**src/rtl/mix_serializer_pkg.sv**
```systemverilog
// rtl/mix_serializer_pkg.sv - shared types, constants and frame helper for mix_serializer
// Contents: state_t (IDLE/LOAD/SHIFT/GAP), frame/DAC/voice widths,
//           saturation limits, dac_frame() sample-to-frame conversion.
package mix_serializer_pkg;

   typedef enum logic [1:0] {
      IDLE  = 2'd0,
      LOAD  = 2'd1,
      SHIFT = 2'd2,
      GAP   = 2'd3
   } state_t;

   localparam int FRAME_BITS = 16;
   localparam int DAC_BITS   = 12;
   localparam int NUM_VOICES = 4;

   localparam logic signed [15:0] SAT_MAX = 16'sh7FFF;
   localparam logic signed [15:0] SAT_MIN = 16'sh8000;

   // Flipping the sign bit turns two's complement into offset binary; the
   // logical shift keeps the top 12 bits and leaves the 4 control bits zero.
   function automatic logic [FRAME_BITS-1:0] dac_frame(input logic signed [15:0] s);
      return (s ^ SAT_MIN) >> (FRAME_BITS - DAC_BITS);
   endfunction

endpackage

```
**src/rtl/mix_serializer_sat_mix4.sv**
```systemverilog
// rtl/mix_serializer_sat_mix4.sv - combinational masked 4-voice saturating adder
// Ports: voice0..voice3 signed 16-bit samples, mask selects contributing
//        voices, mix is the 16-bit signed saturated sum.
module sat_mix4
   import mix_serializer_pkg::*;
(
   input  logic signed [15:0] voice0,
   input  logic signed [15:0] voice1,
   input  logic signed [15:0] voice2,
   input  logic signed [15:0] voice3,
   input  logic        [3:0]  mask,
   output logic signed [15:0] mix
);

   localparam logic signed [17:0] SUM_HI = 18'(SAT_MAX);
   localparam logic signed [17:0] SUM_LO = 18'(SAT_MIN);

   // 18 bits hold the sum of four 16-bit values without overflow.
   logic signed [17:0] sum;

   always_comb begin
      sum = '0;
      if (mask[0]) sum = sum + 18'(voice0);
      if (mask[1]) sum = sum + 18'(voice1);
      if (mask[2]) sum = sum + 18'(voice2);
      if (mask[3]) sum = sum + 18'(voice3);
      if (sum > SUM_HI)
         mix = SAT_MAX;
      else if (sum < SUM_LO)
         mix = SAT_MIN;
      else
         mix = sum[15:0];
   end

endmodule

```
**src/rtl/mix_serializer.sv**
```systemverilog
// rtl/mix_serializer.sv - voice mixer feeding a 16-bit serial DAC frame
// Ports: clk, reset (sync, active high), voice0..voice3 signed samples,
//        active voice mask, sample_strobe request; sclk/sync_n/sdata DAC
//        serial lines, busy (not idle), overrun (dropped strobe pulse).
module mix_serializer
   import mix_serializer_pkg::*;
#(
   parameter int unsigned CLK_DIV = 2
) (
   input  logic               clk,
   input  logic               reset,
   input  logic signed [15:0] voice0,
   input  logic signed [15:0] voice1,
   input  logic signed [15:0] voice2,
   input  logic signed [15:0] voice3,
   input  logic        [3:0]  active,
   input  logic               sample_strobe,
   output logic               sclk,
   output logic               sync_n,
   output logic               sdata,
   output logic               busy,
   output logic               overrun
);

   localparam logic [7:0] DIV_LAST = 8'(CLK_DIV - 1);

   state_t             state;
   logic               strobe_q;
   logic signed [15:0] v0_q, v1_q, v2_q, v3_q;
   logic        [3:0]  mask_q;
   logic signed [15:0] mix;
   logic [FRAME_BITS-1:0] frame;
   logic [FRAME_BITS-1:0] shift_q;
   logic        [3:0]  bit_cnt;
   logic        [7:0]  div_cnt;

   sat_mix4 u_sat_mix4 (
      .voice0 (v0_q),
      .voice1 (v1_q),
      .voice2 (v2_q),
      .voice3 (v3_q),
      .mask   (mask_q),
      .mix    (mix)
   );

   assign frame = dac_frame(mix);
   assign busy  = (state != IDLE);

   always_ff @(posedge clk) begin
      if (reset) begin
         state    <= IDLE;
         strobe_q <= 1'b0;
         v0_q     <= '0;
         v1_q     <= '0;
         v2_q     <= '0;
         v3_q     <= '0;
         mask_q   <= '0;
         shift_q  <= '0;
         bit_cnt  <= '0;
         div_cnt  <= '0;
         sclk     <= 1'b1;
         sync_n   <= 1'b1;
         sdata    <= 1'b0;
         overrun  <= 1'b0;
      end else begin
         // A captured-but-not-yet-started request also makes a new strobe a drop.
         overrun  <= sample_strobe && ((state != IDLE) || strobe_q);
         strobe_q <= 1'b0;
         case (state)
            IDLE: begin
               // Inputs are captured at the strobe edge; LOAD follows one
               // edge later so the frame appears two edges after the strobe.
               if (sample_strobe && !strobe_q) begin
                  strobe_q <= 1'b1;
                  v0_q     <= voice0;
                  v1_q     <= voice1;
                  v2_q     <= voice2;
                  v3_q     <= voice3;
                  mask_q   <= active;
               end
               if (strobe_q)
                  state <= LOAD;
            end
            LOAD: begin
               state   <= SHIFT;
               sdata   <= frame[FRAME_BITS-1];
               shift_q <= {frame[FRAME_BITS-2:0], 1'b0};
               sync_n  <= 1'b0;
               sclk    <= 1'b1;
               bit_cnt <= '0;
               div_cnt <= '0;
            end
            SHIFT: begin
               // div_cnt times one half-period; sclk itself is the phase bit.
               if (div_cnt == DIV_LAST) begin
                  div_cnt <= '0;
                  if (sclk) begin
                     sclk <= 1'b0;
                  end else if (bit_cnt == 4'(FRAME_BITS - 1)) begin
                     state   <= GAP;
                     sclk    <= 1'b1;
                     sync_n  <= 1'b1;
                     sdata   <= 1'b0;
                     bit_cnt <= '0;
                  end else begin
                     sclk    <= 1'b1;
                     bit_cnt <= bit_cnt + 4'd1;
                     sdata   <= shift_q[FRAME_BITS-1];
                     shift_q <= {shift_q[FRAME_BITS-2:0], 1'b0};
                  end
               end else begin
                  div_cnt <= div_cnt + 8'd1;
               end
            end
            GAP: begin
               // Gap is two half-periods; bit_cnt counts them.
               if (div_cnt == DIV_LAST) begin
                  div_cnt <= '0;
                  if (bit_cnt == 4'd1) begin
                     state   <= IDLE;
                     bit_cnt <= '0;
                  end else begin
                     bit_cnt <= 4'd1;
                  end
               end else begin
                  div_cnt <= div_cnt + 8'd1;
               end
            end
            default: state <= IDLE;
         endcase
      end
   end

endmodule

```
**config.mk**
```make
export PLATFORM = sky130hd
export DESIGN_NAME = mix_serializer
export DESIGN_NICKNAME = d
export VERILOG_FILES = /design/src/rtl/mix_serializer_pkg.sv /design/src/rtl/mix_serializer_sat_mix4.sv /design/src/rtl/mix_serializer.sv
export SDC_FILE = /design/constraint.sdc
export NUM_CORES = 1
export LEC_CHECK = 0
export CELL_PAD_IN_SITES_DETAIL_PLACEMENT = 0
export CELL_PAD_IN_SITES_GLOBAL_PLACEMENT = 1
export CORE_MARGIN = 3
export CORE_UTILIZATION = 40
export DETAILED_ROUTE_END_ITERATION = 8
export PLACE_DENSITY_LB_ADDON = 0.1
export SYNTH_ARGS = -nofsm -noshare
export SYNTH_HDL_FRONTEND = slang
export SYNTH_SLANG_ARGS = --single-unit
```
**constraint.sdc**
```tcl
create_clock -name clk -period 14.6 [get_ports clk]
set_clock_uncertainty 0.1 [all_clocks]
set_input_delay 2.92 -clock clk [delete_from_list [all_inputs] [get_ports clk]]
set_output_delay 2.92 -clock clk [all_outputs]
set_load 0.1 [all_outputs]
```
==> results.md <==
* Maxcap violations at 0
* TNS Setup at 0 ns
* CP arrival at 7.11 ns
* Slew Limit Fails at 0
* Post-synthesis compound-gate area fraction at 26.86%
* Power Density at 123.3 nW/um^2
* Post-Syn Nets at 1,166
* I/O Buffers at 75
* Drt drc at 0
* Clk_lat worst skew at 0.36 ns
* Critical path startpoint category: flop
* Post-DP HPWL at 14,460 um
* EDFF count, synth at 0
* Antenna violations before repair at 0
* Synthesized instance count at 1,037
* Vias in the first global route at 6,574
* Fraction of layout cells with a size suffix above 1 at 5.860%
* Final worst slack at 7.657 ns
* Die Y at 144.1 um
* Power share of the sequential group at 35.7%
* Vias per cell at 5.379
* R2R depth at 30
* Final hold violation count at 0
* Yosys top cell by area: dfxtp_1
* Switching Share at 42.62%
* Worst path required time at 14.77 ns
* Fin nets at 1,199
* Post-synthesis cell area at 7625 sq um
* Area grow syn2layout at 14.52%
* Commonest non-fill, non-tap cell in the layout: nand2_1
* Core ar. at 18,330 sq um
* GRT overflow at 0
* Post-synthesis xor/xnor area fraction at 5.596%
* Final wirelength at 19,460 um
* Tcrit/Tclk final at 47.55%
* Total Power at 1.077 mW
* Area contributors post-synth: dfxtp_1, nand2_1, ha_1, a21oi_1, o21ai_0
* Asr flop ratio synth at 0%
* Synthesized-area fraction occupied by adder cells at 9.813%
* Global-route wire length before repair at 32,420 um
* Post-CTS sizing at 0
* Antenna diode count at 0
* Outcome: finished clean
* Clk network pwr share at 22.3%
* Worst path depth at 30
* Root Buffer: clkbuf_16
* Hold WC Path Type: reg -> reg
* WL per Instance at 14.92 um
* FP Rows at 49
* Post-synth top area share at 26.78%
* Boundary Pins at 76
* Sw power at 0.4588 mW
* Top delay family on crit path: compound AO/OA/AOI/OAI gates
* Dpl cells at 1,288
* RSZ-0062 raised after global routing: no
* Simple-gate share of the synthesized area at 23.25%
* Synthesized area per cell at 7.353 sq um
* Mux share of post-synthesis cell area at 2.002%
* Min-Delay Path Depth at 2
* Final setup fails at 0
* Post-synthesis register bit count at 102
* Total CTS buffers at 9
* Max clock buf depth at 2
* Max Freq at 0.1440 GHz
* Setup Fix Bufs, Post-CTS at 0
* Via count at 7,014
* Routed Antenna Nets at 0
* DRT iter0 DRCs at 350
* Clk sinks at 102
* GRT Util Overall at 19.18%
* Reg clk slew, reported paths at 0.08 ns
* Initial Util at 41.59%
* Int Power at 0.6177 mW
* Bufs and invs on worst path at 1
* First drt pass iteration count at 5
* Die Wd at 144.1 um
* P_leak at 3.527 nW
* CTS tree: built
* Comb pwr share at 42.0%
* Final GP Congestion at 0.8241
* Post-synthesis sequential area ratio at 26.78%
* Largest family of logic cells by synthesized area: compound AO/OA/AOI/OAI gates
* Synth unique cells at 89
* Crit path kind: reg -> reg
* CP max stage cell: xnor3_2
* Post-Layout Cell Count at 1,304
* Overall die area at 20,750 sq um
* Main synth FF type: dfxtp_1
* Worst-path fanout max at 10
* Slew headroom at 35.04%
* Worst Tran Pin Value at 0.9713 ns
* Pre-CTS WS at 7.738 ns
* Htree depth at 3
* Crit-path max cell delay at 0.46 ns
* Post-CTS Hold Buffers at 0
* Max VDD drop at 157.8 uV
* Largest net degree at the start of global routing at 82
* Worst Setup End Kind: flop
* Yosys warns at 0
* Commonest cells after routing, fill and taps aside: nand2_1, a21oi_1, dfxtp_1, clkdlybuf4s50_1, nor2_1
* Period minus WS final at 6.943 ns
per-layer routing:
layer  track usage [%]  up-vias  wire length [um]
li1                  -     3703                 -
met1             27.81     3198             10170
met2             30.50      104              8507
met3             2.778        9               624
met4             3.717        0               159
met5                 0        -                 0
sequential cells by signal, indices dropped and copies added, names as in the netlist:
signal / flops
v3_q: 16
state: 2
v2_q: 16
bit_cnt: 4
div_cnt: 8
shift_q: 15
overrun: 1
sclk: 1
strobe_q: 1
v1_q: 16
v0_q: 16
sdata: 1
mask_q: 4
sync_n: 1
synth_stat cells (4+ instances only):
cell       instances
a21oi_1          136
o211ai_1           6
clkbuf_1          43
o221ai_1           4
o2111ai_1          5
o31ai_1            5
xor2_1            21
o21bai_1           7
mux2i_1            4
and2_1            14
nor3_1             9
o21ai_1            5
o21a_1             8
o21ai_0           58
mux2_2            10
xnor2_1           25
a21boi_0           4
dfxtp_1          102
nand3_1           19
nor2_1            62
inv_1             43
nand2b_1          10
or3_1              5
ha_1              55
nand4_1           11
nand2_1          221
nor2b_1           10
a211oi_1          13
a31oi_1            5
a21o_1            12
and3_1             9
a41oi_1            4
buf_2              7
final cells by class:
type                    instances  area, sq um
clock buffers                  10        229.0
clock inverters                 6        62.56
fillers                      1922         9599
inverters                      43        161.4
multi-input cells             832         5152
flip-flops and latches        102         2042
well taps                     229        286.5
repair buffers                 82        798.3
final timing paths:
path / start / to / slack [ns]
worst max-delay path: mask_q[0] / shift_q[3] / 7.66
worst min register to register: v0_q[0] / v0_q[0] / 0.35
worst min-delay path: v0_q[0] / v0_q[0] / 0.35
worst max register to register: mask_q[0] / shift_q[3] / 7.66
through the flow:
stage          area, sq um  hold slack (ns)  util, %
2_1_floorplan         7625           0.3184        -
3_3_place_gp          8441           0.3326    46.04
3_5_place_dp          8441           0.3425    46.04
4_1_cts               8732           0.3557    47.64
5_1_grt               8732           0.3781    47.64
6_report              8732           0.3534    47.64
power groups by stage:
stage | Clock (mW) | Combinational [mW] | Sequential, mW
after detailed placement | 0 | 0.456 | 0.391
after global routing | 0.256 | 0.514 | 0.394
after global placement | 0 | 0.454 | 0.390
after floorplan | 0 | 0.355 | 0.375
final | 0.240 | 0.452 | 0.384
after CTS | 0.249 | 0.458 | 0.385
worst register-to-register path, delay by kind of cell, from the launching register on:
| kind | cells | cell delay, ns |
|---|---|---|
| AO/OA/AOI/OAI | 14 | 3.03 |
| adder cells (fa/ha/maj) | 3 | 0.91 |
| AND/OR/NAND/NOR | 9 | 1.35 |
| multiplexers | 1 | 0.36 |
| buffers and inverters | 1 | 0.09 |
| flip-flops | 1 | 0.39 |
| XOR/XNOR | 2 | 0.63 |
kinds of logic after synthesis:
| family | Yosys count |
|---|---|
| and+or+nand+nor | 395 |
| AOI/OAI and AO/OA | 318 |
| buffers and inverters | 103 |
| DFF | 102 |
| adders and majority gates | 58 |
| xor gates and xnor gates | 47 |
| muxes | 14 |
Power figures use the tool's default switching activity.
